**src/rtl/unibus_mem_responder.sv**
```systemverilog
// unibus_mem_responder
//   Byte-wide memory target for the AY8 core memory interface. Serves
//   instruction fetches and data reads with a fixed read latency
//   (RD_LATENCY edges from accept to rsp_valid sampled high), and performs
//   single-cycle writes. A side-band loader port preloads program images
//   into the array in any state.
//
//   Optional feature macro: UNIBUS_MEM_WRITE_ACK_EN
//     defined   - accepted writes also produce a one-cycle rsp_valid pulse
//                 carrying the written data (one write per 2 cycles).
//     undefined - writes complete silently, one per cycle.
//
// Ports
//   CLK        clock, all state updates on rising edge
//   RST        synchronous reset, active-high (memory contents kept)
//   req_valid  initiator presents a request
//   req_write  1 = write, 0 = read
//   req_addr   request address
//   req_wdata  write data
//   req_ready  responder can accept (combinational)
//   rsp_valid  read data valid, one-cycle pulse, no backpressure
//   rsp_rdata  read data, meaningful only while rsp_valid is high
//   ld_en      loader write strobe (blocks request acceptance)
//   ld_addr    loader address
//   ld_data    loader data
module unibus_mem_responder #(
    parameter int ADDR_W     = 8,
    parameter int DATA_W     = 8,
    parameter int DEPTH      = 256,
    parameter int RD_LATENCY = 1
) (
    input  logic              CLK,
    input  logic              RST,
    input  logic              req_valid,
    input  logic              req_write,
    input  logic [ADDR_W-1:0] req_addr,
    input  logic [DATA_W-1:0] req_wdata,
    output logic              req_ready,
    output logic              rsp_valid,
    output logic [DATA_W-1:0] rsp_rdata,
    input  logic              ld_en,
    input  logic [ADDR_W-1:0] ld_addr,
    input  logic [DATA_W-1:0] ld_data
);

    localparam int              IDX_W    = (DEPTH > 1) ? $clog2(DEPTH) : 1;
    localparam logic [ADDR_W:0] DEPTH_L  = (ADDR_W + 1)'(DEPTH);
    localparam logic [3:0]      CNT_INIT = (RD_LATENCY > 1) ? 4'(RD_LATENCY - 2) : 4'd0;

    typedef enum logic [1:0] {
        IDLE = 2'd0,
        WAIT = 2'd1,
        RESP = 2'd2
    } state_t;

    state_t            state;
    state_t            state_nxt;
    logic [3:0]        cnt;
    logic [3:0]        cnt_nxt;
    logic [DATA_W-1:0] hold;
    logic [DATA_W-1:0] mem [DEPTH];

    logic              accept;
    logic              rd_acc;
    logic              wr_acc;
    logic              req_in_range;
    logic              ld_in_range;
    logic [IDX_W-1:0]  req_idx;
    logic [IDX_W-1:0]  ld_idx;

    always_comb begin
        req_ready    = (state == IDLE) && !ld_en && !RST;
        accept       = req_valid && req_ready;
        rd_acc       = accept && !req_write;
        wr_acc       = accept && req_write;
        req_in_range = ({1'b0, req_addr} < DEPTH_L);
        ld_in_range  = ({1'b0, ld_addr} < DEPTH_L);
        req_idx      = req_addr[IDX_W-1:0];
        ld_idx       = ld_addr[IDX_W-1:0];
    end

    // Next-state logic; cnt holds the remaining WAIT cycles minus one.
    always_comb begin
        state_nxt = state;
        cnt_nxt   = cnt;
        case (state)
            IDLE: begin
                if (rd_acc) begin
                    if (RD_LATENCY == 1) begin
                        state_nxt = RESP;
                    end else begin
                        state_nxt = WAIT;
                        cnt_nxt   = CNT_INIT;
                    end
                end
`ifdef UNIBUS_MEM_WRITE_ACK_EN
                else if (wr_acc) begin
                    state_nxt = RESP;
                end
`endif
            end
            WAIT: begin
                if (cnt == 4'd0) begin
                    state_nxt = RESP;
                end else begin
                    cnt_nxt = cnt - 4'd1;
                end
            end
            RESP:    state_nxt = IDLE;
            default: state_nxt = IDLE;
        endcase
    end

    // Read data is captured at the accept edge so later writes or loads
    // to the same word cannot disturb the pending response.
    always_ff @(posedge CLK) begin
        if (RST) begin
            state <= IDLE;
            cnt   <= '0;
            hold  <= '0;
        end else begin
            state <= state_nxt;
            cnt   <= cnt_nxt;
            if (rd_acc) begin
                hold <= req_in_range ? mem[req_idx] : '0;
            end
`ifdef UNIBUS_MEM_WRITE_ACK_EN
            else if (wr_acc) begin
                hold <= req_wdata;
            end
`endif
        end
    end

    // Loader and request writes are mutually exclusive because ld_en
    // holds req_ready low; out-of-range writes are dropped.
    always_ff @(posedge CLK) begin
        if (ld_en && ld_in_range) begin
            mem[ld_idx] <= ld_data;
        end else if (wr_acc && req_in_range) begin
            mem[req_idx] <= req_wdata;
        end
    end

    always_comb begin
        rsp_valid = (state == RESP);
        rsp_rdata = hold;
    end

endmodule

```
**config.mk**
```make
export PLATFORM = sky130hd
export DESIGN_NAME = unibus_mem_responder
export DESIGN_NICKNAME = d
export VERILOG_FILES = /design/src/rtl/unibus_mem_responder.sv
export SDC_FILE = /design/constraint.sdc
export NUM_CORES = 2
export LEC_CHECK = 0
export BUFFER_PORTS_ARGS = -buffer_cell sky130_fd_sc_hd__buf_2
export CAP_MARGIN = 30
export CORE_ASPECT_RATIO = 1.75
export CORE_MARGIN = 2
export CORE_UTILIZATION = 47
export CTS_CLUSTER_DIAMETER = 40
export DETAILED_ROUTE_END_ITERATION = 8
export GPL_TIMING_DRIVEN = 0
export HOLD_SLACK_MARGIN = 0.15
export PLACE_DENSITY = 0.68
export SLEW_MARGIN = 20
export SYNTH_ARGS = -nofsm -noshare
export SYNTH_HDL_FRONTEND = slang
export SYNTH_SLANG_ARGS = --single-unit
```
**constraint.sdc**
```tcl
create_clock -name CLK -period 5.41 [get_ports CLK]
set_input_delay 0 -clock CLK [delete_from_list [all_inputs] [get_ports CLK]]
set_output_delay 0 -clock CLK [all_outputs]
set_load 0.02 [all_outputs]
```
=== After elaboration in Yosys (flattened, before gate mapping) ===
Memory sizes are Yosys's and may differ from the RTL's. A register that Yosys moved wholly into a read port is not among the register bits.
Cells that the tools add are included.

* Add/subtract/negate cells: 1
* Multipliers: 0
* Divide/modulo/power cells: 0
* Order comparisons: 0
* Eq/ne operators: 4
* Shifts and indexed selects: 0
* Multiplexer cells: 11
* Bitwise operators: 1
* Reductions and logical operators: 13

{| class="wikitable"
|+ Operators by type and width
! cell !! count
|-
| $mux 8 || 2
|-
| $reduce_or 8->1 || 1
|-
| $mux 1 || 6
|-
| $logic_and 1x1->1 || 5
|-
| $logic_not 4->1 || 1
|-
| $mux 2 || 2
|-
| $ne 2x2->1 const B || 2
|-
| $pmux 2 s2 || 1
|-
| $reduce_and 2->1 || 2
|-
| $sub 4x1->4 const B || 1
|-
| $logic_not 1->1 || 3
|-
| $eq 2x1->1 const B || 1
|-
| $eq 2x2->1 const B || 1
|-
| $logic_not 2->1 || 1
|-
| $not 1->1 || 1
|}

* Bits in registers: 6
* Latch bits: 0
* Memory bits (writable): 2048
* Memory bits (read-only): 0
* Input port bits: 37
* Logic and storage cells: 33
* Memories kept: 1

{| class="wikitable"
|+ Memories
! name !! words !! width !! rd ports !! clocked after memory_dff !! write ports !! line !! source
|-
| mem || 256 || 8 || 1 || 1 || 1 || 61 || <nowiki>logic [DATA_W-1:0] mem [DEPTH];</nowiki>
|}

=== Longest topological paths before layout ===
* Depth after elaboration: 10
* Gate-level depth with buffers: 12
* Mapped depth without buffers: 6

=== Worst setup path after synthesis ===
OpenSTA, ideal clock, no wires.

* Path kind: flip-flop to flip-flop
* From: register state[1]
* To: memory mem[0][0], data pin
* Library setup time: 825 ps
* Arrival time: 4594 ps
* Data required time: 4585 ps
* Slack: -8 ps
* Stages on the path, launching flop included: 8
* Path buffers: 3
* Clock period less this slack: 5418 ps
* Path through: dfxtp_1 -> nor3_2 -> and3_1 -> buf_2 -> buf_2 -> buf_2 -> nand2_1 -> nand2_1

* Cells in the longest elaborated chain, start to end: 10

{| class="wikitable"
|+ RTL lines
! item !! line !! source
|-
| from (decl) || 56 || <nowiki>state_t state;</nowiki>
|-
| from (signal assigned) || 122 || <nowiki>state <= state_nxt;</nowiki>
|-
| $logic_not 2->1 || 72 || <nowiki>req_ready = (state == IDLE) && !ld_en && !RST;</nowiki>
|-
| $logic_and 1x1->1 (2 in series) || 72 ||
|-
| via req_ready || 38 || <nowiki>output logic req_ready,</nowiki>
|-
| $logic_and 1x1->1 || 73 || <nowiki>accept = req_valid && req_ready;</nowiki>
|-
| $logic_and 1x1->1 || 75 || <nowiki>wr_acc = accept && req_write;</nowiki>
|-
| $mux 1 || 140 || <nowiki>end else if (wr_acc && req_in_range) begin</nowiki>
|-
| $mux 1 || 138 || <nowiki>if (ld_en && ld_in_range) begin</nowiki>
|-
| $mux 1 (implied by the code) || 141 || <nowiki>mem[req_idx] <= req_wdata;</nowiki>
|-
| $reduce_or 8->1 (no line) || - ||
|-
| $mux 8 (no line) || - ||
|-
| to (decl) || 61 ||
|}

The timed path passes the listed nets, and every way through them passes these cells.

=== Worst setup path after layout ===
* From: register state[1]
* To: memory mem[107][3], enable pin

* Cells in the longest elaborated chain, start to end: 10
* Elaborated cells on any way between the ends: 11
* Classes of those cells: mux (5); reduce/logical (6)

{| class="wikitable"
|+ RTL lines
! item !! line
|-
| $logic_not 2->1 (*) || 72
|-
| $logic_and 1x1->1 (*) (2 in series) || 72
|-
| $logic_and 1x1->1 (*) || 73
|-
| $logic_and 1x1->1 (*) || 75
|-
| $mux 1 (*) || 140
|-
| $mux 1 (*) || 138
|-
| $mux 1 (implied by the code) (*) || 141
|-
| $reduce_or 8->1 (no line) || -
|-
| $mux 8 (no line) or $mux 1 (tied branches) || -
|}

Every way passes the cells marked *; elsewhere a longest branch is shown, timed or not.

==> run summary <==
In this run the worst path has a maximum fanout of 10. The instance count after placement with tap cells included came out at 6164. The run gives 4 as the count of H-tree levels built during CTS.

At the pin with the least slew margin, the transition time is 1.112 ns. During placement, the flow inserted port buffers numbering 43. The logs give 0.08008 mm^2 for the cell area after technology mapping and 12720 for the count of fill cells added during filler insertion. In this run, distinct cell masters in the synthesized netlist total 61.

Static timing analysis puts the maximum clock frequency at 0.2235 GHz. The first global-routing pass estimated 345900 um of wire. The clock transition time at the flip-flop clock pins of the worst setup and hold paths was 0.07 ns. By area, the combinational part of the netlist is dominated by multiplexers. The final layout contains 4194 nets. The final layout contains routed wiring with a total length of 256200 um. Across all layers, the routed design uses 42910 vias. Setup repair after global routing left no endpoint under its margin. The width of the chip came out at 316.0 um.

The shortest clock period the worst path allows after layout came out at 4.474 ns. In this run the critical register-to-register path is captured at mem[107][3]. The worst setup path is of the reg2reg kind.

Among all stages on the critical path, the largest delay is contributed by sky130_fd_sc_hd__buf_2. Summing the areas of all fa, ha and maj instances in the mapped netlist gives 0% of the synthesized area. The height of the chip was 550.1 um. Yosys printed 0 warnings. The number of cells traversed by the worst register-to-register path was 10; the fraction of the mapped netlist area in compound gates was 3.604%. STA classifies the critical path startpoint as a flip-flop. The library cell occupying the most area in the post-synthesis netlist was sky130_fd_sc_hd__edfxtp_1. Once placement finished, the instance area stood at 0.08457 mm^2.

The number of buffers on the longest clock path was 4. The run gives 4.93 ns as the data arrival time of the critical path. The hold violation total from the final report was 0. Summed over all layers, the global routing overflow is 0.

The number of antenna violations at the first check in global routing was 17; the number of nets still failing antenna checks after routing was 0. The startpoint of the worst-slack reg-to-reg timing path is state[1]. Of the total synthesized cell area, the portion taken by XOR and XNOR cells is 0%. After detailed routing, the number of remaining DRC violations is 0. Stage delay of the slowest cell on the critical path: 0.84 ns. The insertion delay to the later sink of the worst-skew pair is 0.85 ns. By area the synthesized netlist is led by sky130_fd_sc_hd__edfxtp_1 (77%), sky130_fd_sc_hd__mux4_2 (12%), sky130_fd_sc_hd__a22oi_1 (1.6%). At the end of routability-driven placement, the weighted congestion stood at 0.9687. After the flow finishes, the layout carries non-filler instances totaling 6518.

The synthesized design contains 2048 enable-type register cells. The total power divided by cell area is 354.1 mW/mm^2. 47 I/O pins were placed. The run gives 174 as the number of buffers created by CTS. Dividing the synthesized area by the synthesized cell count gives 20.90 um^2. The flow ran to the end, and the final reports show no timing, DRC or antenna violations. Traced cell by cell, the critical path runs through nor3_2 -> and3_1 -> buf_2 -> nor3b_1 -> a21oi_1 -> clkbuf_1 -> or3_1 -> clkbuf_1 -> buf_2 -> nor2_1. After synthesis the netlist holds a flip-flop and latch count of 2057. The synthesized netlist net count is 3869. STA puts the critical path data required time at 5.86 ns. The mux cell area share after synthesis was 14.50%; the number of max-cap violations was 0.

The core region is 0.1694 mm^2. The floorplan has 200 rows. For this run, asynchronously set or reset flops after synthesis account for 0%. The remaining max-slew budget at the tightest pin is 25.85%, and the portion of synthesized cell area occupied by the leading cell type is 76.79%. In the synthesized netlist, the number of instances is 3832. Root buffer selected by CTS: sky130_fd_sc_hd__clkbuf_16. Dividing the detail-routed wire length by the instance count gives 39.31 um. The worst hold path begins at ld_addr[4]. The number of instances resized during post-cts repair was 0; the worst supply voltage drop on vdd was 0.4469 mV. The most used flip-flop cell after synthesis is sky130_fd_sc_hd__edfxtp_1.

For the final database, setup skew stands at 0.05907 ns. For this block, the initial DRC count from the detailed router was 6318. The analysis attributes to cell leakage a power of 27.87 nW.

Proportion of layout cells with a drive suffix above 1: 25.24%. The number of buffers and inverters on the critical path is 4. Across all hold checks on the routed design, the worst slack comes to 0.1466 ns.

From synthesis to final layout, the design area changed by 13.01%. Setup violations remaining at the end of the flow were counted as 0. After synthesis, flip-flops and latches occupy 77.02% of the total area.

The path with the worst hold slack has its endpoint at mem[167][6]. The final critical path takes up 82.69% of the cycle. The run gives 47.27% as the initial core utilization. The number of iterations in the first detailed-routing pass was 5.

The min-delay analysis places its worst path in the category in2reg. The worst setup path is captured at a flip-flop. Entering global routing, the biggest net connects 121 pins. Grouping stages by cell kind, the critical path spends the most delay in buffers and inverters. The detailed-route vias per instance came out at 6.584. The logs give 42940 for the number of global-route vias before repair and 0.94 ns for the register-to-register path setup slack. The wire-length estimate of the detail-placed layout is 176200 um. The worst hold path passes through 5 cells. After Yosys synthesis, and, or, nand and nor cells account for 2.847% of the synthesized area. The clock drives 2057 sinks. The global-route usage over all layers is 29.57%, and the number of max-slew violations in the final report is 0.

The total die area came out at 0.1738 mm^2. The tools report the summed area of non-filler cells in the final layout as 0.09050 mm^2. TritonCTS built the clock tree.
## worst max path at each step
stage	start	end	slack, ns	cells past startpoint
after floorplan	state[1]	mem[0][0]	1.59	7
after global placement	state[1]	mem[74][1]	-0.53	7
after detailed placement	req_addr[5]	mem[127][4]	1.02	7
after CTS	state[1]	mem[139][2]	1.24	10
after global routing	state[1]	mem[136][3]	0.96	10
final	state[1]	mem[107][3]	0.94	10
## worst register-to-register path, cell delays in order (launching register included)
cell and delay (ns):
sky130_fd_sc_hd__dfxtp_1 0.34, sky130_fd_sc_hd__nor3_2 0.26, sky130_fd_sc_hd__and3_1 0.22, sky130_fd_sc_hd__buf_2 0.16, sky130_fd_sc_hd__nor3b_1 0.06, sky130_fd_sc_hd__a21oi_1 0.24, sky130_fd_sc_hd__clkbuf_1 0.65, sky130_fd_sc_hd__or3_1 0.21
sky130_fd_sc_hd__clkbuf_1 0.68, sky130_fd_sc_hd__buf_2 0.85, sky130_fd_sc_hd__nor2_1 0.45
## synth_stat cells (14+ instances only)
| cell type | n |
|---|---|
| sky130_fd_sc_hd__clkbuf_1 | 101 |
| sky130_fd_sc_hd__o21ai_0 | 31 |
| sky130_fd_sc_hd__nand4_1 | 18 |
| sky130_fd_sc_hd__o221ai_1 | 36 |
| sky130_fd_sc_hd__mux2i_1 | 121 |
| sky130_fd_sc_hd__a21oi_1 | 56 |
| sky130_fd_sc_hd__buf_12 | 15 |
| sky130_fd_sc_hd__a211oi_1 | 18 |
| sky130_fd_sc_hd__buf_6 | 14 |
| sky130_fd_sc_hd__nor2_1 | 248 |
| sky130_fd_sc_hd__edfxtp_1 | 2048 |
| sky130_fd_sc_hd__a22oi_1 | 174 |
| sky130_fd_sc_hd__buf_2 | 72 |
| sky130_fd_sc_hd__mux2_2 | 46 |
| sky130_fd_sc_hd__or3_1 | 18 |
| sky130_fd_sc_hd__nand3_1 | 22 |
| sky130_fd_sc_hd__nor3_1 | 49 |
| sky130_fd_sc_hd__buf_4 | 27 |
| sky130_fd_sc_hd__nand2_1 | 99 |
| sky130_fd_sc_hd__o22ai_1 | 31 |
| sky130_fd_sc_hd__mux4_2 | 426 |
## final cells by class
cell class / count / area [um^2] / share of cell area [%]
inverters: 5 / 18.77 / 0.02074
plain buffers: 253 / 1642 / 1.814
multi-input cells: 1517 / 17190 / 18.99
clock inverters: 94 / 778.2 / 0.8599
clock buffers: 211 / 4617 / 5.102
diodes: 10 / 25.02 / 0.02765
well taps: 2222 / 2780 / 3.072
repair buffers: 149 / 1769 / 1.955
flip-flops and latches: 2057 / 61680 / 68.15
## routing by layer
metal	track usage [%]	vias up	share of wire (%)
met4	28.21	6	12
li1	-	16660	-
met1	32.32	22170	30
met3	5.990	937	9.8
met5	0	-	0.017
met2	47.88	3141	48
## repair_timing
item                                   CTS  global route
hold buffers                            30             1
endpoints found under the hold margin  472             4
buffers inserted                         0             0
## cells in the final DEF, fill, tap and decap left out, types with 9 or more instances in the layout
cell type	netlist	routed
sky130_fd_sc_hd__edfxtp_1	2048	2048
sky130_fd_sc_hd__mux4_2	426	426
sky130_fd_sc_hd__nor2_1	248	245
sky130_fd_sc_hd__clkbuf_16	0	177
sky130_fd_sc_hd__a22oi_1	174	174
sky130_fd_sc_hd__buf_2	72	126
sky130_fd_sc_hd__mux2i_1	121	120
sky130_fd_sc_hd__clkbuf_1	101	105
sky130_fd_sc_hd__nand2_1	99	91
sky130_fd_sc_hd__a21oi_1	56	56
sky130_fd_sc_hd__buf_4	27	48
sky130_fd_sc_hd__mux2_2	46	46
sky130_fd_sc_hd__nor3_2	1	36
sky130_fd_sc_hd__o221ai_1	36	36
sky130_fd_sc_hd__clkinv_2	0	33
sky130_fd_sc_hd__o22ai_1	31	31
sky130_fd_sc_hd__clkinv_1	1	30
sky130_fd_sc_hd__o21ai_0	31	29
sky130_fd_sc_hd__buf_16	0	28
sky130_fd_sc_hd__buf_6	14	27
sky130_fd_sc_hd__clkbuf_2	0	24
sky130_fd_sc_hd__dlygate4sd3_1	0	24
sky130_fd_sc_hd__nand3_1	22	22
sky130_fd_sc_hd__buf_12	15	21
sky130_fd_sc_hd__or3_1	18	18
sky130_fd_sc_hd__nand4_1	18	18
sky130_fd_sc_hd__a211oi_1	18	18
sky130_fd_sc_hd__nor3_1	49	14
sky130_fd_sc_hd__and3_1	12	12
sky130_fd_sc_hd__buf_8	8	12
sky130_fd_sc_hd__o211ai_1	12	12
sky130_fd_sc_hd__mux4_1	11	11
sky130_fd_sc_hd__bufinv_16	0	11
sky130_fd_sc_hd__diode_2	0	10
sky130_fd_sc_hd__clkinvlp_4	0	10
sky130_fd_sc_hd__buf_1	12	9
sky130_fd_sc_hd__dfxtp_1	9	9
## power by group
group	internal (W)	switching [W]	total [W]
combinational	0.000630	0.00146	0.00209
clock	0.00662	0.00568	0.0123
sequential	0.0176	0.0000140	0.0176
## per-stage QoR
stage          power, W  setup WS (ns)  util [%]  setup TNS, ns
2_1_floorplan   0.01906          1.587         -              0
3_3_place_gp    0.01997        -0.5330     49.05        -735.36
3_5_place_dp    0.01999          1.017     49.92              0
4_1_cts         0.03199          1.237     53.35              0
5_1_grt         0.03260         0.9603     53.41              0
6_report        0.03204         0.9365     53.42              0
## sequential cells by signal, summed over array words and instances, names as in the netlist
signal	flops
rsp_rdata	8
state	1
mem	2048
## logic make-up (layout without fill, tap and decap cells)
family / Yosys count / in the layout
AOI/OAI and AO/OA: 404 / 404
buffers and inverters: 258 / 712
DFF: 2057 / 2057
muxes: 604 / 604
other: 0 / 10
and+or+nand+nor: 509 / 509
Power figures use the tool's default switching activity.
